File: config.mk
export PLATFORM = sky130hd
export DESIGN_NAME = core_insn_loader
export DESIGN_NICKNAME = d
export VERILOG_FILES = /design/src/rtl/core_insn_loader.sv
export SDC_FILE = /design/constraint.sdc
export NUM_CORES = 1
export LEC_CHECK = 0
export BUFFER_PORTS_ARGS = -buffer_cell sky130_fd_sc_hd__buf_2
export CORE_MARGIN = 5
export CORE_UTILIZATION = 38
export CTS_CLUSTER_DIAMETER = 80
export DETAILED_ROUTE_END_ITERATION = 16
export PLACE_DENSITY = 0.6
export SLEW_MARGIN = 15
export SYNTH_ARGS = -nofsm -noshare
export SYNTH_HDL_FRONTEND = slang
export SYNTH_SLANG_ARGS = --single-unit
File: constraint.sdc
create_clock -name clk -period 13.29 [get_ports clk]
set_input_delay 2.658 -clock clk [delete_from_list [all_inputs] [get_ports clk]]
set_output_delay 2.658 -clock clk [all_outputs]
set_load 0.005 [all_outputs]
File: src/rtl/core_insn_loader.sv
`default_nettype none
// ============================================================================
// Module      : core_insn_loader
// Description : Per-core receive stage behind the task scheduler. Captures a
//               frame of PART_INSNS*LOAD_TIME instructions broadcast as
//               LOAD_TIME bus parts, plus an optional R0 init value. It then
//               serves the frame to the core fetch stage with a registered
//               1-cycle read. It also drives the core's ready flag back to
//               the scheduler.
//               Optional protocol checker: define INSN_LOADER_CHECK_EN to
//               add the sticky proto_err output.
// Revision    : 1.0 - initial release
// ============================================================================
module core_insn_loader #(
  parameter int INSN_W     = 16,
  parameter int PART_INSNS = 4,
  parameter int LOAD_TIME  = 4,
  parameter int REG_W      = 8
) (
  input  logic                                           clk,
  input  logic                                           reset,
  input  logic                                           start,
  input  logic [((LOAD_TIME > 1) ? $clog2(LOAD_TIME) : 1)-1:0] insn_load_counter,
  input  logic [PART_INSNS*INSN_W-1:0]                   insn_data,
  input  logic                                           init_r0_en,
  input  logic [REG_W-1:0]                               init_r0,
  output logic                                           ready,
  input  logic                                           fetch_req,
  input  logic [$clog2(PART_INSNS*LOAD_TIME)-1:0]        fetch_addr,
  output logic                                           fetch_valid,
  output logic [INSN_W-1:0]                              fetch_insn,
  input  logic                                           exec_done,
  output logic                                           core_go,
  output logic                                           r0_wr_en,
  output logic [REG_W-1:0]                               r0_wr_data
`ifdef INSN_LOADER_CHECK_EN
  ,
  output logic                                           proto_err
`endif
);

  localparam int c_CNT_W       = (LOAD_TIME > 1) ? $clog2(LOAD_TIME) : 1;
  localparam int c_FRAME_INSNS = PART_INSNS * LOAD_TIME;
  localparam logic [c_CNT_W-1:0] c_LAST_CNT = c_CNT_W'(LOAD_TIME - 1);

  typedef enum logic [1:0] {
    ST_IDLE = 2'd0,
    ST_LOAD = 2'd1,
    ST_EXEC = 2'd2
  } state_t;

  state_t r_state;
  state_t w_state_nxt;

  logic              w_last_part;
  logic              w_accept;
  logic              w_enter_exec;
  logic [INSN_W-1:0] w_frame [c_FRAME_INSNS];

  assign w_last_part  = (insn_load_counter == c_LAST_CNT);
  // Parts are only taken while not executing; a start in EXEC is dropped.
  assign w_accept     = start && (r_state != ST_EXEC);
  assign w_enter_exec = (r_state != ST_EXEC) && (w_state_nxt == ST_EXEC);
  assign ready        = (r_state != ST_EXEC);

  // State register.
  always_ff @(posedge clk or negedge reset) begin
    if (!reset) begin
      r_state <= ST_IDLE;
    end else begin
      r_state <= w_state_nxt;
    end
  end

  // Next-state logic: IDLE -> LOAD on the first part, LOAD -> EXEC on the last
  // part, EXEC -> IDLE when the core reports it has finished the frame.
  always_comb begin
    w_state_nxt = r_state;
    case (r_state)
      ST_IDLE: begin
        if (start) begin
          // A one-part frame is complete as soon as its only part arrives.
          w_state_nxt = ((LOAD_TIME == 1) && w_last_part) ? ST_EXEC : ST_LOAD;
        end
      end
      ST_LOAD: begin
        if (start && w_last_part) begin
          w_state_nxt = ST_EXEC;
        end
      end
      ST_EXEC: begin
        if (exec_done) begin
          w_state_nxt = ST_IDLE;
        end
      end
      default: w_state_nxt = ST_IDLE;
    endcase
  end

  // Frame storage: the part slot is chosen by the counter, not by arrival
  // order, so a repeated index simply overwrites that part. Not reset.
  for (genvar p = 0; p < LOAD_TIME; p++) begin : g_part
    for (genvar k = 0; k < PART_INSNS; k++) begin : g_insn
      logic [INSN_W-1:0] r_word;

      // Capture instruction k of the part addressed by insn_load_counter.
      always_ff @(posedge clk) begin
        if (w_accept && (insn_load_counter == c_CNT_W'(p))) begin
          r_word <= insn_data[k*INSN_W +: INSN_W];
        end
      end

      assign w_frame[p*PART_INSNS + k] = r_word;
    end
  end

  // Start/init pulses for the core. The part that completes the frame always
  // carries a start, so its init sample is the last one and is used directly.
  always_ff @(posedge clk or negedge reset) begin
    if (!reset) begin
      core_go    <= 1'b0;
      r0_wr_en   <= 1'b0;
      r0_wr_data <= '0;
    end else begin
      core_go  <= w_enter_exec;
      r0_wr_en <= w_enter_exec && init_r0_en;
      if (w_enter_exec) begin
        r0_wr_data <= init_r0;
      end
    end
  end

  // Registered instruction fetch, served only while executing.
  always_ff @(posedge clk or negedge reset) begin
    if (!reset) begin
      fetch_valid <= 1'b0;
      fetch_insn  <= '0;
    end else begin
      fetch_valid <= fetch_req && (r_state == ST_EXEC);
      if (fetch_req && (r_state == ST_EXEC)) begin
        fetch_insn <= w_frame[fetch_addr];
      end
    end
  end

`ifdef INSN_LOADER_CHECK_EN
  logic [c_CNT_W-1:0] r_prev_cnt;
  logic               w_err;

  // Flag scheduler protocol violations seen on this core's start bit.
  always_comb begin
    w_err = 1'b0;
    if (start) begin
      case (r_state)
        ST_IDLE: w_err = (insn_load_counter != '0);
        ST_LOAD: w_err = (insn_load_counter != (r_prev_cnt + c_CNT_W'(1)));
        ST_EXEC: w_err = 1'b1;
        default: w_err = 1'b0;
      endcase
    end
  end

  // Sticky error flag and the last accepted part index.
  always_ff @(posedge clk or negedge reset) begin
    if (!reset) begin
      proto_err  <= 1'b0;
      r_prev_cnt <= '0;
    end else begin
      if (w_err) begin
        proto_err <= 1'b1;
      end
      if (w_accept) begin
        r_prev_cnt <= insn_load_counter;
      end
    end
  end
`endif

endmodule
`default_nettype wire

# Word level (Yosys, flattened, before mapping)
# Index checks and enable logic that the tools add are counted.
[totals]
latchBits = 0
mem_bits_ro = 0
mem_count = 0
ramBits = 0
word_cells = 49
out_inout_bits = 28
input_bits = 84
regBits = 285
[classes]
shifts = 0
add_sub_neg = 0
n_lt_le_gt_ge = 1
n_bitwise = 1
n_div = 0
n_mux = 7
n_reduce_logical = 11
eq_ne = 7
n_mul = 0
[ops]
columns = ["operator", "n"]
rows = [
  ["binary-select mux 16 bit (select 4 bit)", 1],
  ["2-to-1 mux 16 bit", 2],
  ["logical AND 1 bit", 9],
  ["== test 2 bit (second input constant)", 4],
  ["2-to-1 mux 2 bit", 3],
  ["case mux 2 bit (3 select lines)", 1],
  [">= comparator 5 bit (second input constant)", 1],
  ["inverter 4 -> 5 bit", 1],
  ["== test 2 x 1 -> 1 bit (second input constant)", 2],
  ["logical NOT 2 bit", 2],
  ["!= test 2 bit (second input constant)", 1],
]

# Depth between registers and ports, before layout
# Gate-level depths: netlist (run 1).
[logic_depth]
word_depth = 7
ltp_mapped = 7
ltp_nobuf = 5

# Worst setup path after synthesis (run 1)
# Ideal clock, no wire load.
[synth_timing]
kind = "in2reg"
start = "in start"
end = "reg g_part[2].g_insn[0].r_word[0] (enable)"
path_buffers = 0
cell_stages = 2
arrival_ns = 7.444
required_ns = 12.712
setup_slack_ns = 5.269
setup_ns = 0.578
path_cell_list = "nand2_1 nor3b_1"
[synth_via]
elab_chain_len = 2
[synth_rtl]
columns = ["element", "line_no", "rtl"]
rows = [
  ["start: declaration", "22", "input logic start,"],
  ["logical AND 1 bit", "62", "assign w_accept = start && (r_state != ST_EXEC);"],
  ["logical AND 1 bit", "108", "if (w_accept && (insn_load_counter == c_CNT_W'(p))) begin"],
  ["end signal: assignment", "109", "r_word <= insn_data[k*INSN_W +: INSN_W];"],
  ["end: declaration", "104", "logic [INSN_W-1:0] r_word;"],
]
# Every way passes these cells.
# A chain may end at the register's enable or synchronous reset.

# Worst setup path after layout (run 1)
[layout_timing]
start = "in fetch_addr[0]"
end = "reg fetch_insn[1]"
[layout_via]
elab_chain_len = 4
[layout_rtl]
columns = ["element", "line_no", "rtl"]
rows = [
  ["start: declaration", "29", "input logic [$clog2(PART_INSNS*LOAD_TIME)-1:0] fetch_addr,"],
  ["inverter 4 -> 5 bit (implied by the code)", "141", "fetch_insn <= w_frame[fetch_addr];"],
  ["binary-select mux 16 bit (select 4 bit)", "141", ""],
  ["2-to-1 mux 16 bit (implied by the code) (2 in series)", "141", ""],
  ["end signal: assignment", "141", ""],
  ["end: declaration", "31", "output logic [INSN_W-1:0] fetch_insn,"],
]
# Every way passes these cells. The select of a mux whose other input is x is not followed.

==> results of run 1 <==
## synth_stat cells
master / instances / area, sq um
a2111oi_0: 2 / 17.5
a211o_1: 1 / 8.76
a21o_1: 2 / 15.0
a21oi_1: 1 / 5.00
a2bb2oi_1: 13 / 114
a31oi_1: 2 / 12.5
and2_1: 1 / 6.26
buf_1: 1 / 3.75
buf_12: 1 / 20.0
buf_2: 11 / 55.1
buf_4: 3 / 22.5
buf_6: 4 / 45.0
clkbuf_1: 4 / 15.0
dfrtp_1: 29 / 726
edfxtp_1: 256 / 7690
inv_1: 3 / 11.3
mux2_2: 11 / 124
mux2i_1: 31 / 310
mux4_1: 8 / 210
mux4_2: 53 / 1190
nand2_1: 5 / 18.8
nand2b_1: 3 / 18.8
nand3_1: 1 / 5.00
nand3b_2: 1 / 11.3
nor2_1: 4 / 15.0
nor2b_1: 2 / 12.5
nor3_1: 2 / 10.0
nor3b_1: 3 / 22.5
nor4_1: 1 / 6.26
o21ai_0: 2 / 10.0
o21ai_1: 13 / 65.1
o21bai_1: 1 / 7.51
o22ai_1: 1 / 6.26
or3_1: 1 / 6.26
## worst register-to-register path, stage by stage, from the launching register on
cell and delay, ns:
dfrtp_1 0.41, nand3b_2 0.63, inv_1 0.35, nand2b_1 0.54, a31oi_1 0.37, a21o_1 0.14
## cell type report
class / count / area, sq um / area share (%)
Inverter: 3 / 11.3 / 0.0880
Multi-Input combinational cell: 165 / 2250 / 17.6
Clock inverter: 22 / 279 / 2.18
Timing Repair Buffer: 120 / 628 / 4.91
Tap cell: 378 / 473 / 3.69
Clock buffer: 31 / 743 / 5.81
Sequential cell: 285 / 8410 / 65.7
## sequential cells by signal (all words and copies together) (netlist names)
signal                count
r_state                   2
r0_wr_en                  1
core_go                   1
fetch_insn               16
fetch_valid               1
g_part.g_insn.r_word    256
r0_wr_data                8
## stage by stage
step           instances  power, mW  setup slack [ns]  hold WS, ns  instance area [sq um]
3_5_place_dp         951       1.24              8.28        0.492                  11800
6_report            1004       2.07              8.90        0.497                  12800
2_1_floorplan        477       1.16              5.27        0.467                  10800
3_3_place_gp         951       1.23              8.32        0.477                  11800
4_1_cts             1004       2.10              8.84        0.505                  12800
5_1_grt             1004       2.15              8.62        0.517                  12800
## placed cells by master, fill, tap and decap left out, types with 2 or more instances in the layout
cell type,count
edfxtp_1,256
buf_2,109
mux4_2,53
mux2i_1,31
clkbuf_16,29
dfrtp_1,29
a2bb2oi_1,13
o21ai_1,13
mux2_2,11
buf_4,11
mux4_1,8
bufinv_16,6
clkinv_2,6
nand2_1,5
clkinvlp_4,5
nor2_1,3
nand2b_1,3
inv_1,3
clkinv_1,3
nor3b_2,2
nor2b_1,2
a2111oi_0,2
o21ai_0,2
a31oi_1,2
a21o_1,2
## worst paths after layout
kind,endpoint,slack (ns),cells past startpoint
max in group asynchronous,fetch_insn[3]$_DFFE_PN0P_,10.54,1
setup / recovery,fetch_insn[1]$_DFFE_PN0P_,8.90,6
setup reg to reg,fetch_insn[12]$_DFFE_PN0P_,10.80,5
hold reg to reg,fetch_insn[0]$_DFFE_PN0P_,0.50,2
hold / removal,fetch_insn[0]$_DFFE_PN0P_,0.50,2
min in group asynchronous,fetch_valid$_DFF_PN0_,2.23,1
## metal layers
metal / global-route usage [%] / part of all wire (%)
met5: 0 / 0
met4: 2.85 / 1.7
met3: 2.74 / 6.0
met2: 23.4 / 51
met1: 17.4 / 41
## kinds of logic after synthesis
| group | share of synthesized area (%) |
|---|---|
| compound gates | 2.42 |
| simple gates | 1.23 |
| mux | 17.0 |
| buf+inv | 1.60 |
| flops | 77.8 |
## report_power, final
part	switching (mW)	internal [mW]
registers	0.0251	1.03
clock network	0.329	0.522
logic	0.0786	0.0769
==> flow_summary.toml, run 1 <==
[critical_path]
cp_data_required_time_ns = 13.67
critPathLaunch = "fetch_addr[0]"
crit_path_start_kind = "input pin"
timing.critical_path.buf_inv = 2
worstPathArrival_ns = 4.77
path_common_cell = "buf_4"
cp_slowest_cell = "buf_4"
crit_chain = "buf_4 > buf_4 > mux4_1 > mux2i_1 > a2bb2oi_1 > o21ai_1"
cp_slowest_stage_delay_ns = 0.66
criticalPathCategory = "in -> reg"
worst-path-max-fanout = 36
crit_family = "buffers and inverters"
cp-end-kind = "flip-flop"
worstReg2RegStart = "r_state[0]$_DFF_PN0_"

[clock_network]
postCtsResizedCells = 0
clk_latency_ns = 0.53
cts_root_buf = "clkbuf_16"
tritoncts = "done"
cts_buffers = 29
cts_hold_buf = 0
clockBufferDepth = 3
clk_pin_slew_worst_paths_ns = 0.06
htreeDepth = 1
clkSinkCount = 285
post_cts_buffers = 0

[yosys]
syn_nets = 561
synthesis.area_sq_um = 10800
synth_seq_area_share_pct = 77.8
synth_seq_cells = 285
ys_types = 34
yosys_warnings = 0
syn_area_per_cell_sq_um = 22.7
synthCells = 477

[die]
fp.dieW_um = 179
die_h_um = 179
core-area_sq_um = 27900
dieArea_sq_um = 31900
start_util_pct = 38.7
num_io_pins = 112
num_rows = 61

[layout]
nets = 688
area_delta_synth_final_pct = 18.3
diodes = 0
postLayoutCoreUtil_pct = 45.8
drive_gt1_share_pct = 38.0
fill_cells = 2383

[timing]
hold_violations = 0
setup-tns-final_ns = 0
max_freq_ghz = 0.228
tightestPinTransition_ns = 0.959
period_share_pct = 33.1
clock-skew-final_ns = 0.00529
rsz0062_at_grt = "false"
slew_violations = 0
max-slew-margin-rel_pct = 36.1
setup_viol = 0
finalCriticalPeriod_ns = 4.39

[drt]
drt_iter0_markers = 337
drt_wl_total_um = 21100
via_per_inst = 5.09
drc = 0
vias = 5111
dr.pass1.iters = 6
post_drt_wl_per_cell_um = 21.0
ant_nets = 0

[grt]
grt.overflow.total = 0
grtUsageTotal_pct = 13.4
antenna_found_initial = 0
grt_max_degree = 70
grt_pass1_vias = 5593
grt_pass1_wl_um = 32500

[power]
p_leak_nw = 4.54
irDropWorstVdd_uv = 101
powerDensity_nw_per_um2 = 161

[hold_path]
worstHoldPathType = "reg -> reg"
hold_path.startpoint = "fetch_insn[0]$_DFFE_PN0P_"

[placement]
gp_congestion = 0.726
port_buffers = 111
dp_hpwl_um = 12900

[job]
max-cap-violations = 0

[run_status]
status = "complete, no violations"
Power figures use the tool's default switching activity.
==> run 2, diff against run 1 <==
--- a/config.mk
+++ b/config.mk
@@ -5,12 +5,13 @@
 export SDC_FILE = /design/constraint.sdc
 export NUM_CORES = 1
 export LEC_CHECK = 0
+export ABC_AREA = 1
 export BUFFER_PORTS_ARGS = -buffer_cell sky130_fd_sc_hd__buf_2
 export CORE_MARGIN = 5
 export CORE_UTILIZATION = 38
 export CTS_CLUSTER_DIAMETER = 80
 export DETAILED_ROUTE_END_ITERATION = 16
-export PLACE_DENSITY = 0.6
+export PLACE_DENSITY = 0.59
 export SLEW_MARGIN = 15
 export SYNTH_ARGS = -nofsm -noshare
 export SYNTH_HDL_FRONTEND = slang
==> constraint.sdc (replaced) <==
create_clock -name clk -period 4.05 [get_ports clk]
set_input_delay 0.81 -clock clk [delete_from_list [all_inputs] [get_ports clk]]
set_output_delay 0.81 -clock clk [all_outputs]
set_load 0.005 [all_outputs]
==> flow_summary.toml, run 2 <==
[placement]
gp_congestion = 0.778
dp_hpwl_um = 15500
port_buffers = 111

[yosys]
synthesis.area_sq_um = 11400
syn_nets = 1051
synth_area_leaders = "edfxtp_1, nand2_1, nand3_1"
synth_top_area_share_pct = 67.2
ys_types = 17
synth.most_common_cell = "nand2_1"
synth-edff-count = 256
ys_top_cells_by_count = "nand2_1, edfxtp_1, nand3_1"
synth_flop_cell = "edfxtp_1"
syn_area_per_cell_sq_um = 11.8
synth_seq_area_share_pct = 73.6
synth_top_area_cell = "edfxtp_1"
synthArstFlopShare_pct = 10.2
synth_seq_cells = 285
yosys_warnings = 0
synthCells = 967

[layout]
mostFrequentLayoutCell = "nand2_1"
most-common-layout-cells = "nand2_1, edfxtp_1, nand3_1, buf_2"
nets = 1153
regMostFlops = "g_part.g_insn.r_word"
reg.largest.list = "g_part.g_insn.r_word (256), fetch_insn (16), r0_wr_data (8)"
drive_gt1_share_pct = 16.4
area_delta_synth_final_pct = 16.0
diodes = 0
largest_reg_flops = 256

[clock_network]
clockBufferDepth = 3
cts_buffers = 29
clk_pin_slew_worst_paths_ns = 0.06
tritoncts = "done"
postCtsResizedCells = 0
post_cts_buffers = 0
clk_latency_ns = 0.54
htreeDepth = 1
cts_root_buf = "clkbuf_16"
cts_hold_buf = 0
clkSinkCount = 285

[die]
num_io_pins = 112
start_util_pct = 38.6
num_rows = 63
core-area_sq_um = 29600
die_h_um = 183
dieArea_sq_um = 33700
fp.dieW_um = 183

[drt]
dr.pass1.iters = 5
via_per_inst = 4.89
post_drt_wl_per_cell_um = 17.7
drc = 0
ant_nets = 0
vias = 7242
drt_wl_total_um = 26300
drt_iter0_markers = 462

[run_status]
status = "complete, no violations"

[timing]
hold_violations = 0
slew_violations = 0
rsz0062_at_grt = "false"
finalCriticalPeriod_ns = 2.31
max-slew-margin-rel_pct = 40.2
clock-skew-final_ns = 0.0106
setup-tns-final_ns = 0
period_share_pct = 57.1
max_freq_ghz = 0.433
setup_viol = 0
tightestPinTransition_ns = 0.896

[critical_path]
worstPathArrival_ns = 1.50
crit_family = "flip-flops"
critPathLaunch = "r_state[1]$_DFF_PN0_"
path_common_cell = "inv_1"
crit_chain = "inv_1 > nor2_1 > inv_1 > buf_2"
cp_data_required_time_ns = 3.24
cp_slowest_stage_delay_ns = 0.35
timing.critical_path.buf_inv = 3
cp-end-kind = "output port"
crit_path_start_kind = "flip-flop"
criticalPathCategory = "reg -> out"
worstReg2RegStart = "r_state[1]$_DFF_PN0_"
cp_slowest_cell = "dfrtp_1"
worst-path-max-fanout = 3

[grt]
grt_pass1_wl_um = 40800
grtUsageTotal_pct = 15.4
antenna_found_initial = 7
grt.overflow.total = 0
grt_max_degree = 81
grt_pass1_vias = 7236

[hold_path]
worstHoldPathType = "in -> async"

[power]
powerDensity_nw_per_um2 = 518
total_power_mw = 6.88
irDropWorstVdd_uv = 315
pwr-share-seq_pct = 51.4
netSwitchingFraction_pct = 22.8
p_int_mw = 5.31
p_sw_mw = 1.57
clock_power_share_pct = 39.2
p_leak_nw = 5.27
p_comb_share_pct = 9.4

[job]
max-cap-violations = 0
[run 2: through the flow]
step                      hold slack, ns  cells  util [%]  worst slack [ns]  instance area, sq um
after CTS                          0.361   1482      44.7              1.69                 13300
after detailed placement           0.460   1428      41.4              1.46                 12300
after floorplan                    0.465    967         -             0.188                 11500
final                              0.376   1482      44.7              1.74                 13300
after global placement             0.451   1428      41.4              1.50                 12300
after global routing               0.402   1482      44.7              1.58                 13300
[run 2: kinds of logic (layout without fill, tap and decap cells)]
family | count (synthesis) | in the layout | synth area share [%]
buffers and inverters | 68 | 193 | 3.99
AO/OA/AOI/OAI | 2 | 2 | 0.0876
AND/OR/NAND/NOR | 612 | 612 | 22.3
flip-flops | 285 | 285 | 73.6
[run 2: power by group through the flow]
stage	clock (mW)	combinational (mW)	sequential (mW)
CTS	2.77	0.667	3.53
global route	2.91	0.740	3.55
global placement	0	0.650	3.59
detailed placement	0	0.664	3.59
finish	2.69	0.650	3.53
floorplan	0	0.352	3.57
[run 2: worst paths after layout]
check	to	slack [ns]	cells past startpoint
max	ready	1.74	4
min	fetch_insn[12]$_DFFE_PN0P_	0.38	1
max reg2reg	g_part[0].g_insn[3].r_word[10]$_DFFE_PP_	2.22	6
min reg2reg	r0_wr_data[3]$_DFFE_PN0P_	0.47	2
max in group asynchronous	fetch_insn[11]$_DFFE_PN0P_	3.15	1
min in group clk	r0_wr_data[3]$_DFFE_PN0P_	0.47	2
[run 2: area by class of cell]
| type | instances | area (sq um) |
|---|---|---|
| clock buffer | 43 | 858 |
| timing repair buffer | 124 | 706 |
| sequential | 285 | 8410 |
| fill | 2757 | 16400 |
| clock inverter | 11 | 133 |
| inverter | 15 | 57.6 |
| multi-input combinational | 614 | 2610 |
| tap | 390 | 488 |
[run 2: metal layers]
metal	track usage [%]	part of all wire [%]	wire (um)
met2	25.4	47	12300
met5	0	0.23	61
met4	3.31	1.6	432
met1	20.7	43	11400
met3	3.98	8.0	2090
